<file path="src/rtl/imm_extend_pipe.sv">
// imm_extend_pipe
//   Registered immediate extender for RV32I/RV64I. It decodes the immediate,
//   classifies its format and flags unsupported opcodes. Results leave
//   through a valid/ready stage that holds two entries: the output register
//   plus one skid entry. in_ready depends only on the skid state, so there is
//   no combinational path from out_ready to in_ready.
//
// Ports
//   clk, rst_n        clock; asynchronous active-low reset
//   in_valid/in_ready input handshake; in_ready = !skid_full
//   instr, in_tag     raw instruction word and opaque sideband tag
//   out_valid/out_ready output handshake
//   out_imm           extended immediate (XLEN bits)
//   out_fmt           0 NONE, 1 I, 2 S, 3 B, 4 U, 5 J, 6 SHAMT, 7 CSR
//   out_illegal       unsupported opcode or shamt out of range
//   out_tag           tag that travelled with the instruction
module imm_extend_pipe #(
  parameter int XLEN  = 32,
  parameter int TAG_W = 8
) (
  input  logic             clk,
  input  logic             rst_n,
  input  logic             in_valid,
  output logic             in_ready,
  input  logic [31:0]      instr,
  input  logic [TAG_W-1:0] in_tag,
  output logic             out_valid,
  input  logic             out_ready,
  output logic [XLEN-1:0]  out_imm,
  output logic [2:0]       out_fmt,
  output logic             out_illegal,
  output logic [TAG_W-1:0] out_tag
);

  localparam logic [2:0] FMT_NONE  = 3'd0;
  localparam logic [2:0] FMT_I     = 3'd1;
  localparam logic [2:0] FMT_S     = 3'd2;
  localparam logic [2:0] FMT_B     = 3'd3;
  localparam logic [2:0] FMT_U     = 3'd4;
  localparam logic [2:0] FMT_J     = 3'd5;
  localparam logic [2:0] FMT_SHAMT = 3'd6;
  localparam logic [2:0] FMT_CSR   = 3'd7;

  // ---------------- decode ----------------
  logic [6:0]      opcode;
  logic            is_shift;
  logic [XLEN-1:0] dec_imm;
  logic [2:0]      dec_fmt;
  logic            dec_ill;

  assign opcode   = instr[6:0];
  assign is_shift = (instr[14:12] == 3'b001) || (instr[14:12] == 3'b101);

  // Every supported opcode ends in 2'b11, so compressed encodings fall into
  // the default arm and come out illegal.
  always_comb begin
    dec_imm = '0;
    dec_fmt = FMT_NONE;
    dec_ill = 1'b0;
    case (opcode)
      7'b0110111, 7'b0010111: begin
        dec_fmt = FMT_U;
        dec_imm = XLEN'($signed({instr[31:12], 12'b0}));
      end
      7'b1101111: begin
        dec_fmt = FMT_J;
        dec_imm = XLEN'($signed({instr[31], instr[19:12], instr[20],
                                 instr[30:21], 1'b0}));
      end
      7'b1100111, 7'b0000011: begin
        dec_fmt = FMT_I;
        dec_imm = XLEN'($signed(instr[31:20]));
      end
      7'b1100011: begin
        dec_fmt = FMT_B;
        dec_imm = XLEN'($signed({instr[31], instr[7], instr[30:25],
                                 instr[11:8], 1'b0}));
      end
      7'b0100011: begin
        dec_fmt = FMT_S;
        dec_imm = XLEN'($signed({instr[31:25], instr[11:7]}));
      end
      7'b0010011: begin
        if (is_shift) begin
          dec_fmt = FMT_SHAMT;
          if (XLEN == 64) begin
            dec_imm = XLEN'(instr[25:20]);
          end else begin
            // shamt[5] set has no meaning on a 32-bit datapath
            dec_imm = XLEN'(instr[24:20]);
            dec_ill = instr[25];
          end
        end else begin
          dec_fmt = FMT_I;
          dec_imm = XLEN'($signed(instr[31:20]));
        end
      end
      7'b0011011: begin
        if (XLEN == 64) begin
          if (is_shift) begin
            dec_fmt = FMT_SHAMT;
            dec_imm = XLEN'(instr[24:20]);
          end else begin
            dec_fmt = FMT_I;
            dec_imm = XLEN'($signed(instr[31:20]));
          end
        end else begin
          dec_ill = 1'b1;
        end
      end
      7'b1110011: begin
        dec_fmt = FMT_CSR;
        dec_imm = XLEN'(instr[31:20]);
      end
      7'b0110011, 7'b0111011: begin
        dec_fmt = FMT_NONE;
      end
      default: begin
        dec_ill = 1'b1;
      end
    endcase
  end

  // ---------------- output register + skid entry ----------------
  logic             out_valid_q,   out_valid_d;
  logic [XLEN-1:0]  out_imm_q,     out_imm_d;
  logic [2:0]       out_fmt_q,     out_fmt_d;
  logic             out_illegal_q, out_illegal_d;
  logic [TAG_W-1:0] out_tag_q,     out_tag_d;

  logic             skid_full_q,   skid_full_d;
  logic [XLEN-1:0]  skid_imm_q,    skid_imm_d;
  logic [2:0]       skid_fmt_q,    skid_fmt_d;
  logic             skid_ill_q,    skid_ill_d;
  logic [TAG_W-1:0] skid_tag_q,    skid_tag_d;

  logic in_xfer;
  logic out_load;

  assign in_ready = !skid_full_q;
  assign in_xfer  = in_valid && in_ready;
  assign out_load = !out_valid_q || out_ready;

  always_comb begin
    out_valid_d   = out_valid_q;
    out_imm_d     = out_imm_q;
    out_fmt_d     = out_fmt_q;
    out_illegal_d = out_illegal_q;
    out_tag_d     = out_tag_q;
    skid_full_d   = skid_full_q;
    skid_imm_d    = skid_imm_q;
    skid_fmt_d    = skid_fmt_q;
    skid_ill_d    = skid_ill_q;
    skid_tag_d    = skid_tag_q;
    if (out_load) begin
      // A full skid holds the older result, so it always goes first; in_ready
      // is low in that case, so no input can be lost here.
      if (skid_full_q) begin
        out_valid_d   = 1'b1;
        out_imm_d     = skid_imm_q;
        out_fmt_d     = skid_fmt_q;
        out_illegal_d = skid_ill_q;
        out_tag_d     = skid_tag_q;
        skid_full_d   = 1'b0;
      end else if (in_xfer) begin
        out_valid_d   = 1'b1;
        out_imm_d     = dec_imm;
        out_fmt_d     = dec_fmt;
        out_illegal_d = dec_ill;
        out_tag_d     = in_tag;
      end else begin
        out_valid_d   = 1'b0;
      end
    end else if (in_xfer) begin
      skid_full_d = 1'b1;
      skid_imm_d  = dec_imm;
      skid_fmt_d  = dec_fmt;
      skid_ill_d  = dec_ill;
      skid_tag_d  = in_tag;
    end
  end

  always_ff @(posedge clk or negedge rst_n) begin
    if (!rst_n) begin
      out_valid_q   <= 1'b0;
      out_imm_q     <= '0;
      out_fmt_q     <= FMT_NONE;
      out_illegal_q <= 1'b0;
      out_tag_q     <= '0;
      skid_full_q   <= 1'b0;
      skid_imm_q    <= '0;
      skid_fmt_q    <= FMT_NONE;
      skid_ill_q    <= 1'b0;
      skid_tag_q    <= '0;
    end else begin
      out_valid_q   <= out_valid_d;
      out_imm_q     <= out_imm_d;
      out_fmt_q     <= out_fmt_d;
      out_illegal_q <= out_illegal_d;
      out_tag_q     <= out_tag_d;
      skid_full_q   <= skid_full_d;
      skid_imm_q    <= skid_imm_d;
      skid_fmt_q    <= skid_fmt_d;
      skid_ill_q    <= skid_ill_d;
      skid_tag_q    <= skid_tag_d;
    end
  end

  assign out_valid   = out_valid_q;
  assign out_imm     = out_imm_q;
  assign out_fmt     = out_fmt_q;
  assign out_illegal = out_illegal_q;
  assign out_tag     = out_tag_q;

endmodule

</file>
<file path="config.mk">
export PLATFORM = sky130hd
export DESIGN_NAME = imm_extend_pipe
export DESIGN_NICKNAME = d
export VERILOG_FILES = /design/src/rtl/imm_extend_pipe.sv
export SDC_FILE = /design/constraint.sdc
export NUM_CORES = 1
export LEC_CHECK = 0
export CORE_ASPECT_RATIO = 0.5
export CORE_MARGIN = 2
export CORE_UTILIZATION = 51
export DETAILED_ROUTE_END_ITERATION = 10
export PLACE_DENSITY = 0.8
export SLEW_MARGIN = 20
export SYNTH_ARGS = -nofsm -noshare
export SYNTH_HDL_FRONTEND = slang
export SYNTH_SLANG_ARGS = --single-unit
</file>
<file path="constraint.sdc">
create_clock -name clk -period 1.92 [get_ports clk]
set_input_delay 0.192 -clock clk [delete_from_list [all_inputs] [get_ports clk]]
set_output_delay 0.192 -clock clk [all_outputs]
set_load 0.02 [all_outputs]
</file>
==> flow_metrics.tcl <==
set metrics [dict create \
    async_flop_share_pct 100 \
    status "finished clean" \
    synthCells 468 \
    slew-limit-headroom_pct 62.0 \
    path_delay_family "compound AO/OA/AOI/OAI gates" \
    fin_nets 631 \
    drt_iter0_markers 309 \
    seq_area_frac_synth_pct 53.0 \
    final_common_cell "dfrtp_1" \
    synth_top_cell_by_area "dfrtp_1" \
    wl_per_cell_um 17.3 \
    track_usage_pct 27.8 \
    ys_ff_latch 90 \
    syn_nets 512 \
    finalCritPeriodShare_pct 96.5 \
    hold_violations 0 \
    synth_edf_count 0 \
    ys.warnings.count 0 \
    syn_area_per_cell_um2 9.08 \
    netlist.area_leader.share_pct 53.0 \
    cts.sinks 90 \
    max_freq_mhz 540 \
    synth_area_um2 4250 \
    num_io_pins 90 \
    path_class "primary input to register" \
    initial_core_util_pct 52.8 \
    core_um2 8060 \
    synth.distinct_cells 47 \
    slowest_delay_ns 0.55 \
    required_ns 2.16 \
    fin_skew_ns 0.00463 \
    worstPathMaxFanout 3 \
    routed_wirelength_um 12200 \
    crit_chain "dlygate4sd2_1 -> or4_4 -> o32a_1 -> a21oi_4 -> nor2_4 -> buf_4 -> a211oi_1" \
    viasPerCell 5.71 \
    p_total_w 0.00557 \
    antenna_found_initial 0 \
    grt_max_degree 38 \
    tightest_slew_ns 0.568 \
    place.gp.congestion 0.960 \
    final_cell_mix "dfrtp_1 (90), nand2_1 (87), clkdlybuf4s50_1 (84), nor2_1 (60), buf_4 (44)" \
    setup_viol 0 \
    grt_pass1_wl_um 19300 \
    hp-class "primary input to asynchronous set/reset pin" \
    drcViolationCount 0 \
    cts-root-buf "clkbuf_16" \
    endpoint_kind "register" \
    die_h_um 68.6 \
    cts_buffers 9 \
    num_rows 23 \
    cts.clk_slew.worst_paths_ns 0.06 \
    grt_pass1_vias 3776 \
    dp_hpwl_um 8310 \
    ir_worst_vdd_v 0.000590 \
    ant_nets 0 \
    numPortBuffers 89 \
    fin_util_pct 73.6 \
    antenna_cells 0 \
    globalRouteOverflowTotal 0 \
    clock_latency_ns 0.34 \
    synth.top_cells.by_area "dfrtp_1 (53%), nand2_1 (7.7%), nor2_1 (5.6%)" \
    cts-root-to-sink-buffers 2 \
    finalHoldWorstSlack_ns 0.346 \
    power_density_nw_per_um2 940 \
    drive_gt1_share_pct 14.7 \
    worstPathArrival_ns 2.10 \
    start_kind "primary input" \
    placed_cells 683 \
    drt_first_pass_iters 5 \
    tritoncts "done" \
    cts_max_level 3 \
    slew_violations 0 \
    die_x_um 133 \
    critPathSlowestCell "or4_4" \
    cap_viol_max_count 0 \
    p_leak_nw 2.59 \
    synthToLayoutAreaGrowth_pct 39.4 \
    synth_flop_cell "dfrtp_1" \
    cp.buffers_inverters 2 \
    vias 4017 \
    finalCriticalPeriod_ns 1.85 \
    die_area_um2 9130 \
    fin_cells 704 \
]
-- power by group --
part           total [W]  internal, W  switching, W
Clock            0.00178      0.00105      0.000731
Combinational    0.00141     0.000665      0.000748
Sequential       0.00238      0.00220      0.000176
Total            0.00557      0.00391       0.00165
-- worst reg2reg max path, delay by kind of cell (launching register included) --
family | cells | cell delay (ns)
and+or+nand+nor | 3 | 0.76
buffers and inverters | 2 | 0.46
DFF | 1 | 0.37
AOI/OAI and AO/OA | 1 | 0.13
-- cell families after synthesis --
group | Yosys count | synth area share, %
compound gates | 126 | 20.4
xor+xnor | 1 | 0.206
buf+inv | 35 | 3.47
flops | 90 | 53.0
mux | 8 | 1.88
simple gates | 208 | 21.1
-- state kept, by name (all words and copies together), names as in the netlist --
signal	count
out_imm	32
skid_imm_q	32
out_tag	8
skid_tag_q	8
out_fmt	3
skid_fmt_q	3
out_illegal	1
out_valid	1
skid_full_q	1
skid_ill_q	1
-- area by class of cell --
cell class / instances / area [um2]
clock buffer: 10 / 239
clock inverter: 6 / 65.1
fill: 606 / 2130
inverter: 5 / 18.8
multi-input combinational: 343 / 1890
sequential: 90 / 2250
tap: 112 / 140
timing repair buffer: 138 / 1320
-- synth_stat cells (2+ instances only) --
cell       n
inv_1      4
a21boi_0   3
buf_6      2
a211oi_2  10
nand2_1   87
clkbuf_1  26
o21ai_0   35
a211oi_1   9
or2_2      2
dfrtp_1   90
mux2i_1    8
nand2b_1   4
o22ai_1    3
a22o_1     6
a21o_1     8
nor3_1    23
a21oi_1   28
a22oi_1    2
and3_1     6
a221oi_1   8
nand3_1   13
o21a_1     2
nor2b_1    2
nor3_2     2
nor2_1    63
-- stage by stage --
| stage | worst slack, ns | area [um2] | TNS (ns) |
|---|---|---|---|
| after CTS | 0.0159 | 5900 | 0 |
| final | 0.0671 | 5930 | 0 |
| after global routing | -0.0207 | 5930 | -0.0403 |
| after floorplan | 0.116 | 4250 | 0 |
| after global placement | -0.360 | 5540 | -15.74 |
| after detailed placement | -0.401 | 5540 | -17.61 |
-- final timing paths --
path	from	end	slack, ns	depth (start not counted)
worst max-delay path	instr[2]	out_imm[20]	0.07	7
worst min-delay path	rst_n	out_imm[17]	0.35	2
worst max register to register	out_valid	skid_imm_q[6]	0.13	6
worst min register to register	skid_imm_q[11]	skid_imm_q[11]	0.48	2
max in group asynchronous	rst_n	skid_tag_q[4]	1.01	3
min in group clk	instr[18]	skid_imm_q[18]	0.41	3
-- metal layers --
| layer | share of wire [%] | track usage, % | up-vias |
|---|---|---|---|
| met3 | 7.0 | 6.36 | 18 |
| met5 | 0 | 0 | - |
| met1 | 46 | 38.4 | 1956 |
| met4 | 1.3 | 8.51 | 0 |
| met2 | 45 | 44.8 | 161 |
| li1 | - | - | 1882 |
-- what timing repair did --
| item | CTS | global route |
|---|---|---|
| buffers inserted | 2 | 1 |
| resized for setup | 6 | 6 |
| setup endpoints to repair | 14 | 24 |
| endpoints found under the hold margin | 34 | 0 |
| gates cloned | 1 | 0 |
| pin swaps | 2 | 4 |
| hold buffers | 1 | 0 |
Power figures use the tool's default switching activity.
